`src/rtl/pe_dbuf_mac.sv`:
```
// pe_dbuf_mac: weight-stationary systolic processing element with a
// double-buffered weight. A shadow weight is captured from the psum column
// during the load phase while the active weight keeps computing; weight_swap
// promotes shadow to active.
//
// Optional feature macro: PE_SAT_EN (saturating accumulate + sticky sat_flag).
// Without it the accumulate wraps modulo 2^ACC_WIDTH and sat_flag stays 0.
//
// Ports:
//   clk, rst_n          clock, asynchronous active-low reset
//   signed_mode         1 = two's complement operands, 0 = unsigned
//   en_weight_pass      load phase: pass psum column through, no compute
//   en_weight_capture   capture psum_in[WEIGHT_WIDTH-1:0] into shadow (load phase only)
//   weight_swap         active weight <= shadow weight
//   act_valid_in/act_in activation (and its valid tag) from the left
//   psum_in             partial sum from above (also carries weight in load phase)
//   act_valid_out/act_out  registered activation to the right
//   psum_out            registered partial sum downward
//   weight_ready        active weight loaded at least once since reset
//   sat_flag/clear_sat  sticky saturation indicator and its synchronous clear
module pe_dbuf_mac #(
    parameter int DATA_WIDTH   = 8,
    parameter int WEIGHT_WIDTH = 8,
    parameter int ACC_WIDTH    = 32
) (
    input  logic                    clk,
    input  logic                    rst_n,
    input  logic                    signed_mode,
    input  logic                    en_weight_pass,
    input  logic                    en_weight_capture,
    input  logic                    weight_swap,
    input  logic                    act_valid_in,
    input  logic [DATA_WIDTH-1:0]   act_in,
    input  logic [ACC_WIDTH-1:0]    psum_in,
    output logic                    act_valid_out,
    output logic [DATA_WIDTH-1:0]   act_out,
    output logic [ACC_WIDTH-1:0]    psum_out,
    output logic                    weight_ready,
    output logic                    sat_flag,
    input  logic                    clear_sat
);

    // One extra bit on each operand lets a single signed multiplier serve
    // both modes: the extra bit is the sign in signed mode and 0 otherwise.
    localparam int PW = DATA_WIDTH + WEIGHT_WIDTH + 2;

    logic [WEIGHT_WIDTH-1:0]        shadow_w;
    logic [WEIGHT_WIDTH-1:0]        active_w;

    logic signed [DATA_WIDTH:0]     a_ext;
    logic signed [WEIGHT_WIDTH:0]   w_ext;
    logic signed [PW-1:0]           prod;
    logic signed [ACC_WIDTH-1:0]    prod_ext;
    logic [ACC_WIDTH:0]             sum;
    logic [ACC_WIDTH-1:0]           mac_res;
    logic                           sat_evt;
    logic                           do_mac;

    assign a_ext = {signed_mode & act_in[DATA_WIDTH-1], act_in};
    assign w_ext = {signed_mode & active_w[WEIGHT_WIDTH-1], active_w};
    assign prod  = PW'(a_ext) * PW'(w_ext);
    // Product always fits in ACC_WIDTH; in unsigned mode it is non-negative,
    // so sign extension here equals zero extension.
    assign prod_ext = ACC_WIDTH'(prod);
    assign sum      = {1'b0, psum_in} + {1'b0, prod_ext};

    // A MAC happens only in compute phase, with a loaded weight and a real sample.
    assign do_mac = !en_weight_pass && weight_ready && act_valid_in;

`ifdef PE_SAT_EN
    logic ovf_s;
    logic ovf_u;

    always_comb begin
        ovf_s   = signed_mode && (psum_in[ACC_WIDTH-1] == prod_ext[ACC_WIDTH-1])
                              && (sum[ACC_WIDTH-1] != psum_in[ACC_WIDTH-1]);
        ovf_u   = !signed_mode && sum[ACC_WIDTH];
        sat_evt = do_mac && (ovf_s || ovf_u);
        mac_res = sum[ACC_WIDTH-1:0];
        if (ovf_u)
            mac_res = '1;
        else if (ovf_s)
            // Operand signs agree on overflow, so psum_in's sign picks the rail.
            mac_res = psum_in[ACC_WIDTH-1] ? {1'b1, {(ACC_WIDTH-1){1'b0}}}
                                           : {1'b0, {(ACC_WIDTH-1){1'b1}}};
    end
`else
    always_comb begin
        sat_evt = 1'b0;
        mac_res = sum[ACC_WIDTH-1:0];
    end

    wire unused_sat = &{1'b0, clear_sat, sum[ACC_WIDTH], sat_evt};
`endif

    always_ff @(posedge clk or negedge rst_n) begin
        if (!rst_n) begin
            act_out       <= '0;
            act_valid_out <= 1'b0;
            psum_out      <= '0;
            weight_ready  <= 1'b0;
            sat_flag      <= 1'b0;
            shadow_w      <= '0;
            active_w      <= '0;
        end else begin
            // Swap reads the pre-edge shadow, so a same-cycle capture lands
            // in the shadow for the next swap.
            if (weight_swap) begin
                active_w     <= shadow_w;
                weight_ready <= 1'b1;
            end

            if (en_weight_pass) begin
                psum_out      <= psum_in;
                act_out       <= '0;
                act_valid_out <= 1'b0;
                if (en_weight_capture)
                    shadow_w <= psum_in[WEIGHT_WIDTH-1:0];
            end else begin
                act_out       <= act_valid_in ? act_in : '0;
                act_valid_out <= act_valid_in;
                psum_out      <= do_mac ? mac_res : psum_in;
            end

`ifdef PE_SAT_EN
            // Set wins over a same-cycle clear.
            if (sat_evt)
                sat_flag <= 1'b1;
            else if (clear_sat)
                sat_flag <= 1'b0;
`else
            sat_flag <= 1'b0;
`endif
        end
    end

endmodule
```
`config.mk`:
```
export PLATFORM = sky130hd
export DESIGN_NAME = pe_dbuf_mac
export DESIGN_NICKNAME = d
export VERILOG_FILES = /design/src/rtl/pe_dbuf_mac.sv
export SDC_FILE = /design/constraint.sdc
export NUM_CORES = 1
export LEC_CHECK = 0
export CAP_MARGIN = 20
export CORE_AREA = 2 2 140 142
export CTS_CLUSTER_DIAMETER = 30
export DETAILED_ROUTE_END_ITERATION = 12
export DIE_AREA = 0 0 142 144
export DONT_BUFFER_PORTS = 1
export GPL_TIMING_DRIVEN = 0
export PLACE_DENSITY_LB_ADDON = 0.08
export SLEW_MARGIN = 25
export SYNTH_ARGS = -nofsm -noshare
export SYNTH_HDL_FRONTEND = slang
export SYNTH_SLANG_ARGS = --single-unit
```
`constraint.sdc`:
```
create_clock -name clk -period 10 [get_ports clk]
set_input_delay 2 -clock clk [delete_from_list [all_inputs] [get_ports clk]]
set_output_delay 2 -clock clk [all_outputs]
set_load 0.005 [all_outputs]
```
==> impl_metrics.yaml, run 1 <==
layout:
  fin_area_um2: 7200
  final_nets: 901
  drive_gt1_frac: 0.0682
  multi_input_area_um2: 4700
  final_core_util: 0.378
  synthToLayoutAreaGrowth_pct: 9.70
  n_fill_cell: 1956
  regArea_um2: 1450
  n_antenna_cell: 0
synth:
  synth.most_common_cell: "nand2_1"
  synth_ff_type: "dfrtp_1"
  synthXorXnorAreaFrac: 0.0573
  synth.distinct_cells: 50
  synth-compound-area-share: 0.135
  yosysSeqAreaShare: 0.221
  synth-adder-area-share: 0.348
  synthMuxAreaShare: 0.0339
  synth_seq_cells: 58
  async_flop_share: 1.00
  yosysTopAreaCell: "dfrtp_1"
  synthSimpleGateAreaFrac: 0.140
  synth-edff-count: 0
  ys_warn_count: 0
  synth_top_family_by_area: "adder cells"
  synthTopCellsByArea: "dfrtp_1, fa_1, ha_1"
  syn_nets: 889
  synth_commonest_cells: "nand2_1, inv_1, fa_1"
  syn_area_um2: 6570
  postSynthAreaPerCell_um2: 9.37
  yosys.area.top_type_share: 0.221
  synth_cells: 701
clock_tree:
  cts_buffers: 9
  clkTransAtPathRegs_ns: 0.06
  postCtsHoldBufs: 0
  clock_sinks: 58
  tritoncts: "built"
  cts_setup_buffers: 0
  clock_latency_ns: 0.33
  clock-root-buffer: "clkbuf_16"
  htree_levels: 3
  cts_buffer_depth: 2
  cts.repair.resized: 0
placed_design:
  dp_hpwl_um: 12500
  finalWeightedCongestion: 0.828
  placed_area_um2: 6880
  io_buffers: 0
floorplanning:
  die_h_um: 144
  initial_core_util: 0.344
  die_w_um: 142
  core_um2: 19100
  die_area_um2: 20400
  io_pins: 91
  rows: 51
timing:
  clock.fmax_mhz: 107
  tightestPinTransition_ns: 0.634
  fin_crit_sh: 0.931
  hold_viol_final: 0
  final_period_minus_worst_setup_slack_ns: 9.31
  slew_headroom: 0.577
  report.final.setup_viol: 0
  skew_ns: 0.0118
  grt_setup_unrepaired: "no"
  maxSlewViolCount: 0
  whs_ns: 0.502
critical_path:
  endpoint_kind: "flip-flop"
  reg2reg_from: "active_w[7]"
  critPathRequiredTime_ns: 10.19
  crit_arrival_ns: 9.50
  crit_type: "in -> reg"
  setup.worst_path.start: "signed_mode"
  worstPathMaxFanout: 14
  start_kind: "primary input"
  reg2reg_slack_ns: 2.00
global_route:
  grt_max_degree: 59
  grt_first_pass_wirelength_um: 25500
  grt_util_all_layers: 0.159
  first_global_vias: 4916
  overflow: 0
  antenna_found_initial: 0
run:
  drv_cap: 0
run_status:
  status: "completed"
hold_path:
  worstHoldPathType: "reg -> reg"
  hold_start: "shadow_w[6]"
drt:
  vias_per_cell: 5.01
  wl_um: 15200
  detail-route-antenna-nets: 0
  dr.pass1.iters: 4
  drt-wirelength-per-cell_um: 15.9
  drt_iter0_drc: 240
  via_count: 4792
  drc: 0
-- cells in the final DEF, fill, tap and decap left out, types with 4 or more instances in the layout --
cell type and instances:
xnor2_1 27, and2_1 45, nor2b_1 4, a211oi_1 5, fa_1 71, clkbuf_16 9
xor2_1 15, a21oi_1 33, nand3_1 10, a21o_1 13, dfrtp_1 58, inv_1 87
o21a_1 10, nand2_1 89, o21ai_0 43, nor3_1 6, ha_1 69, mux2_2 18
nor2_1 24, clkbuf_1 24
-- flip-flops by register name (all words and copies together) (netlist names) --
| register | count |
|---|---|
| shadow_w | 8 |
| active_w | 8 |
| weight_ready | 1 |
| act_valid_out | 1 |
| act_out | 8 |
| psum_out | 32 |
-- final timing paths --
kind	end	cells after the start
worst max-delay path	psum_out[30]	28
worst min-delay path	active_w[6]	1
worst max register to register	psum_out[30]	28
worst min register to register	active_w[6]	1
max in group asynchronous	act_out[3]	0
min in group asynchronous	psum_out[23]	0
-- metal layers --
metal	global-route usage	up-vias	wire (µm)
met4	0.0389	0	168
met5	0	-	0
met1	0.205	2357	6750
met2	0.270	85	7420
met3	0.0407	11	849
li1	-	2339	-
-- worst max-delay path, cell delays in order --
cell,delay (ns)
nand2_1,0.23
or2_2,0.39
fa_1,0.51
fa_1,0.55
inv_1,0.05
fa_1,0.50
fa_1,0.55
inv_1,0.05
fa_1,0.53
inv_1,0.04
ha_1,0.33
o21ai_1,0.23
o21ai_1,0.10
o211a_1,0.15
a41o_1,0.28
o41ai_2,0.33
xnor2_2,0.21
buf_6,0.22
ha_1,0.32
o21a_1,0.20
o21a_1,0.16
o21ai_0,0.22
nor3_1,0.08
a211oi_1,0.40
o21ai_0,0.25
a21oi_1,0.26
mux2i_1,0.21
o311ai_0,0.14
-- cell type report --
type	count	area share
clock inverters	5	0.0108
flip-flops and latches	58	0.201
inverters	87	0.0453
repair buffers	1	0.00156
plain buffers	24	0.0130
well taps	238	0.0413
multi-input cells	532	0.653
clock buffers	11	0.0337
-- logic make-up after synthesis --
group / after synthesis
simple gates: 192
fa+ha+maj: 140
compound gates: 136
buf+inv: 111
flops: 58
xor+xnor: 43
mux: 20
other cells: 1
-- stage by stage --
| stage | setup TNS [ns] | instances | setup slack, ns |
|---|---|---|---|
| after floorplan | 0 | 701 | 0.947 |
| after global placement | -0.376 | 939 | -0.206 |
| after detailed placement | 0 | 940 | 0.320 |
| after CTS | 0 | 956 | 0.666 |
| after global routing | 0 | 956 | 0.218 |
| final | 0 | 956 | 0.686 |
Power of run 1 is not shown: default switching activity piles up to over one toggle a cycle in this logic, so the estimate is an artifact.
==> run 2, diff against run 1 <==
==> constraint.sdc (replaced) <==
create_clock -name clk -period 8.75 [get_ports clk]
set_input_delay 1.75 -clock clk [delete_from_list [all_inputs] [get_ports clk]]
set_output_delay 1.75 -clock clk [all_outputs]
set_load 0.005 [all_outputs]
==> impl_metrics.yaml, run 2 (synthesized netlist as in run 1, its figures left out) <==
run_status:
  status: "completed"
timing:
  fin_crit_sh: 0.958
  final_period_minus_worst_setup_slack_ns: 8.39
  clock.fmax_mhz: 119
  tightestPinTransition_ns: 0.661
  report.final.setup_viol: 0
  skew_ns: 0.00886
  slew_headroom: 0.559
  maxSlewViolCount: 0
  whs_ns: 0.509
  hold_viol_final: 0
critical_path:
  critPathRequiredTime_ns: 9.01
  reg2reg_depth: 27
  crit_top_cell: "fa_1"
  crit_slowest_cell: "fa_1"
  cp_slowest_stage_delay_ns: 0.55
  crit_type: "in -> reg"
  crit_family: "adder cells"
  crit_arrival_ns: 8.65
  path_buf_inv: 5
  start_kind: "primary input"
  endpoint_kind: "flip-flop"
  worstPathMaxFanout: 10
  reg2reg_from: "active_w[2]"
  reg2reg_slack_ns: 1.26
  regToRegEndpoint: "psum_out[31]"
layout:
  synthToLayoutAreaGrowth_pct: 12.0
  final_nets: 904
  drive_gt1_frac: 0.105
  final_common_cell: "inv_1"
  n_antenna_cell: 0
  largest_reg_flops: 32
  mostFrequentLayoutCells: "inv_1, nand2_1, fa_1, ha_1, dfrtp_1"
  n_fill_cell: 1947
  final_core_util: 0.386
  top_register: "psum_out"
drt:
  detail-route-antenna-nets: 0
  dr.pass1.iters: 4
  via_count: 4892
  vias_per_cell: 5.10
  wl_um: 15700
  drt_iter0_drc: 206
  drt-wirelength-per-cell_um: 16.4
  drc: 0
clock_tree:
  postCtsHoldBufs: 0
  clkTransAtPathRegs_ns: 0.06
  tritoncts: "built"
  clock-root-buffer: "clkbuf_16"
  clock_sinks: 58
  cts_buffer_depth: 2
  htree_levels: 3
  cts_buffers: 9
  clock_latency_ns: 0.34
hold_path:
  worstHoldPathType: "reg -> reg"
  hold_depth: 1
  hold_start: "shadow_w[4]"
  hold_end: "active_w[4]"
global_route:
  grt_util_all_layers: 0.163
  grt_max_degree: 59
  grt_first_pass_wirelength_um: 26100
  overflow: 0
  first_global_vias: 4941
  antenna_found_initial: 0
floorplanning:
  io_pins: 91
  initial_core_util: 0.344
  die_h_um: 144
  die_area_um2: 20400
  die_w_um: 142
  rows: 51
  core_um2: 19100
placed_design:
  io_buffers: 0
  dp_hpwl_um: 12600
  finalWeightedCongestion: 0.804
run:
  drv_cap: 0
[run 2: cell count changes in the layout (fill, tap and decap cells not counted), moves of 3 or more]
| cell | delta |
|---|---|
| nand2_1 | -3 |
| clkbuf_2 | +4 |
| ha_4 | +4 |
| ha_1 | -5 |
| clkbuf_1 | -7 |
| buf_4 | +5 |
[run 2: cell type report]
class                   count  area (µm²)  share of cell area
inverters                  87         327              0.0444
repair buffers              5        37.5             0.00510
clock buffers              11         233              0.0316
flip-flops and latches     58        1450               0.197
multi-input cells         532        4860               0.660
clock inverters             5        55.1             0.00748
well taps                 238         298              0.0405
plain buffers              23         101              0.0138
[run 2: worst max path at each step]
stage	startpoint	to	slack, ns	cells past startpoint
floorplan	signed_mode	psum_out[29]	0.14	27
CTS	act_in[3]	psum_out[30]	0.05	30
global placement	signed_mode	psum_out[30]	-0.74	27
global route	act_in[3]	psum_out[30]	-0.003	30
finish	act_in[3]	psum_out[31]	0.36	28
detailed placement	signed_mode	psum_out[30]	-0.78	27
[run 2: routing by layer]
metal / GRT usage / part of all wire / up-vias
met5: 0 / 0 / -
met4: 0.0379 / 0.010 / 0
met3: 0.0411 / 0.060 / 11
met2: 0.276 / 0.50 / 99
met1: 0.211 / 0.42 / 2447
li1: - / - / 2335
[run 2: stage by stage]
| step | setup slack [ns] | std cells | TNS [ns] | instance area, µm² |
|---|---|---|---|---|
| after floorplan | 0.136 | 701 | 0 | 6580 |
| after global routing | -0.00347 | 959 | -0.00347 | 7360 |
| final | 0.363 | 959 | 0 | 7360 |
| after detailed placement | -0.779 | 939 | -4.35 | 6870 |
| after global placement | -0.740 | 939 | -3.47 | 6870 |
| after CTS | 0.0464 | 956 | 0 | 7240 |
[run 2: repair_timing]
item                                   in CTS  in global routing
setup endpoints to repair                   5                  8
pin swaps                                   1                 10
setup buffers                               2                  3
gates resized for setup                     9                 35
endpoints found under the hold margin       0                  0
Power of run 2 is left out for the same reason.
==> run 3, diff against run 2 <==
--- a/config.mk
+++ b/config.mk
@@ -6,10 +6,10 @@
 export NUM_CORES = 1
 export LEC_CHECK = 0
 export CAP_MARGIN = 20
-export CORE_AREA = 2 2 140 142
+export CORE_AREA = 2 2 122 124
 export CTS_CLUSTER_DIAMETER = 30
 export DETAILED_ROUTE_END_ITERATION = 12
-export DIE_AREA = 0 0 142 144
+export DIE_AREA = 0 0 124 126
 export DONT_BUFFER_PORTS = 1
 export GPL_TIMING_DRIVEN = 0
 export PLACE_DENSITY_LB_ADDON = 0.08
==> impl_metrics.yaml, run 3 (synthesized netlist as in run 1, its figures left out) <==
clock_tree:
  cts_buffers: 9
  clock-root-buffer: "clkbuf_16"
  clock_sinks: 58
  clock_latency_ns: 0.34
  htree_levels: 3
  clkTransAtPathRegs_ns: 0.05
  cts_buffer_depth: 2
  tritoncts: "built"
  postCtsHoldBufs: 0
run:
  drv_cap: 0
global_route:
  overflow: 0
  grt_util_all_layers: 0.196
  grt_max_degree: 59
  antenna_found_initial: 0
  grt_first_pass_wirelength_um: 24100
  first_global_vias: 4967
timing:
  skew_ns: 0.0111
  tightestPinTransition_ns: 0.609
  setup_tns_ns: 0
  whs_ns: 0.502
  fin_crit_sh: 0.964
  final_period_minus_worst_setup_slack_ns: 8.43
  hold_viol_final: 0
  report.final.setup_viol: 0
  maxSlewViolCount: 0
  clock.fmax_mhz: 119
  slew_headroom: 0.594
critical_path:
  cp_slowest_stage_delay_ns: 0.54
  worstPathMaxFanout: 10
  endpoint_kind: "flip-flop"
  critPathRequiredTime_ns: 9.01
  start_kind: "primary input"
  crit_arrival_ns: 8.69
  crit_type: "in -> reg"
  crit_slowest_cell: "fa_1"
  crit_top_cell: "fa_1"
layout:
  final_core_util: 0.509
  drive_gt1_frac: 0.104
  top_register: "psum_out"
  final_nets: 904
  n_antenna_cell: 0
  largest_reg_flops: 32
  mostFrequentLayoutCells: "nand2_1, inv_1, fa_1, ha_1, dfrtp_1"
  synthToLayoutAreaGrowth_pct: 11.0
drt:
  drt-wirelength-per-cell_um: 15.7
  vias_per_cell: 5.32
  via_count: 4811
  detail-route-antenna-nets: 0
  drt_iter0_drc: 163
  drc: 0
  dr.pass1.iters: 5
  wl_um: 14200
floorplanning:
  rows: 44
  die_w_um: 124
  die_h_um: 126
  initial_core_util: 0.459
  io_pins: 91
  die_area_um2: 15600
  core_um2: 14300
hold_path:
  worstHoldPathType: "reg -> reg"
placed_design:
  finalWeightedCongestion: 0.883
  dp_hpwl_um: 11600
  io_buffers: 0
run_status:
  status: "completed"
run 3: final cells by class:
type | count | area, µm²
fillers | 1334 | 7030
multi-input cells | 532 | 4850
flip-flops and latches | 58 | 1450
inverters | 87 | 327
clock buffers | 12 | 246
well taps | 184 | 230
plain buffers | 23 | 98.8
repair buffers | 5 | 41.3
clock inverters | 3 | 40.0
run 3: stage by stage:
| stage | worst slack, ns | instance area (µm²) | std cells |
|---|---|---|---|
| finish | 0.315 | 7290 | 904 |
| global route | -0.00173 | 7290 | 904 |
| CTS | 0.0360 | 7130 | 900 |
| detailed placement | -0.744 | 6810 | 885 |
| global placement | -0.636 | 6810 | 885 |
| floorplan | 0.136 | 6580 | 701 |
run 3: timing repair:
| item | CTS | global route |
|---|---|---|
| gates resized for setup | 5 | 41 |
| buffers inserted | 1 | 4 |
| endpoints found under the setup margin | 4 | 8 |
| pin swaps | 1 | 12 |
run 3: critical path, delay by kind of cell:
kind / cells / cell delay (ns)
fa+ha+maj: 7 / 3.09
compound gates: 11 / 2.35
simple gates: 2 / 0.51
xor+xnor: 2 / 0.40
buf+inv: 5 / 0.35
mux: 1 / 0.20
run 3: worst paths after layout:
check,startpoint,end,slack [ns],cells after the start
max,act_in[3],psum_out[31],0.32,28
min,shadow_w[4],active_w[4],0.50,1
max reg2reg,active_w[0],psum_out[31],1.22,27
min reg2reg,shadow_w[4],active_w[4],0.50,1
max in group asynchronous,rst_n,active_w[0],7.55,0
min in group asynchronous,rst_n,psum_out[16],1.11,0
run 3: per-layer routing:
layer | track usage | vias to the layer above | wire (µm)
met5 | 0 | - | 0
met3 | 0.0457 | 10 | 695
met4 | 0.0542 | 0 | 151
met2 | 0.322 | 91 | 7020
li1 | - | 2336 | -
met1 | 0.258 | 2374 | 6300
Power of run 3 is left out for the same reason.
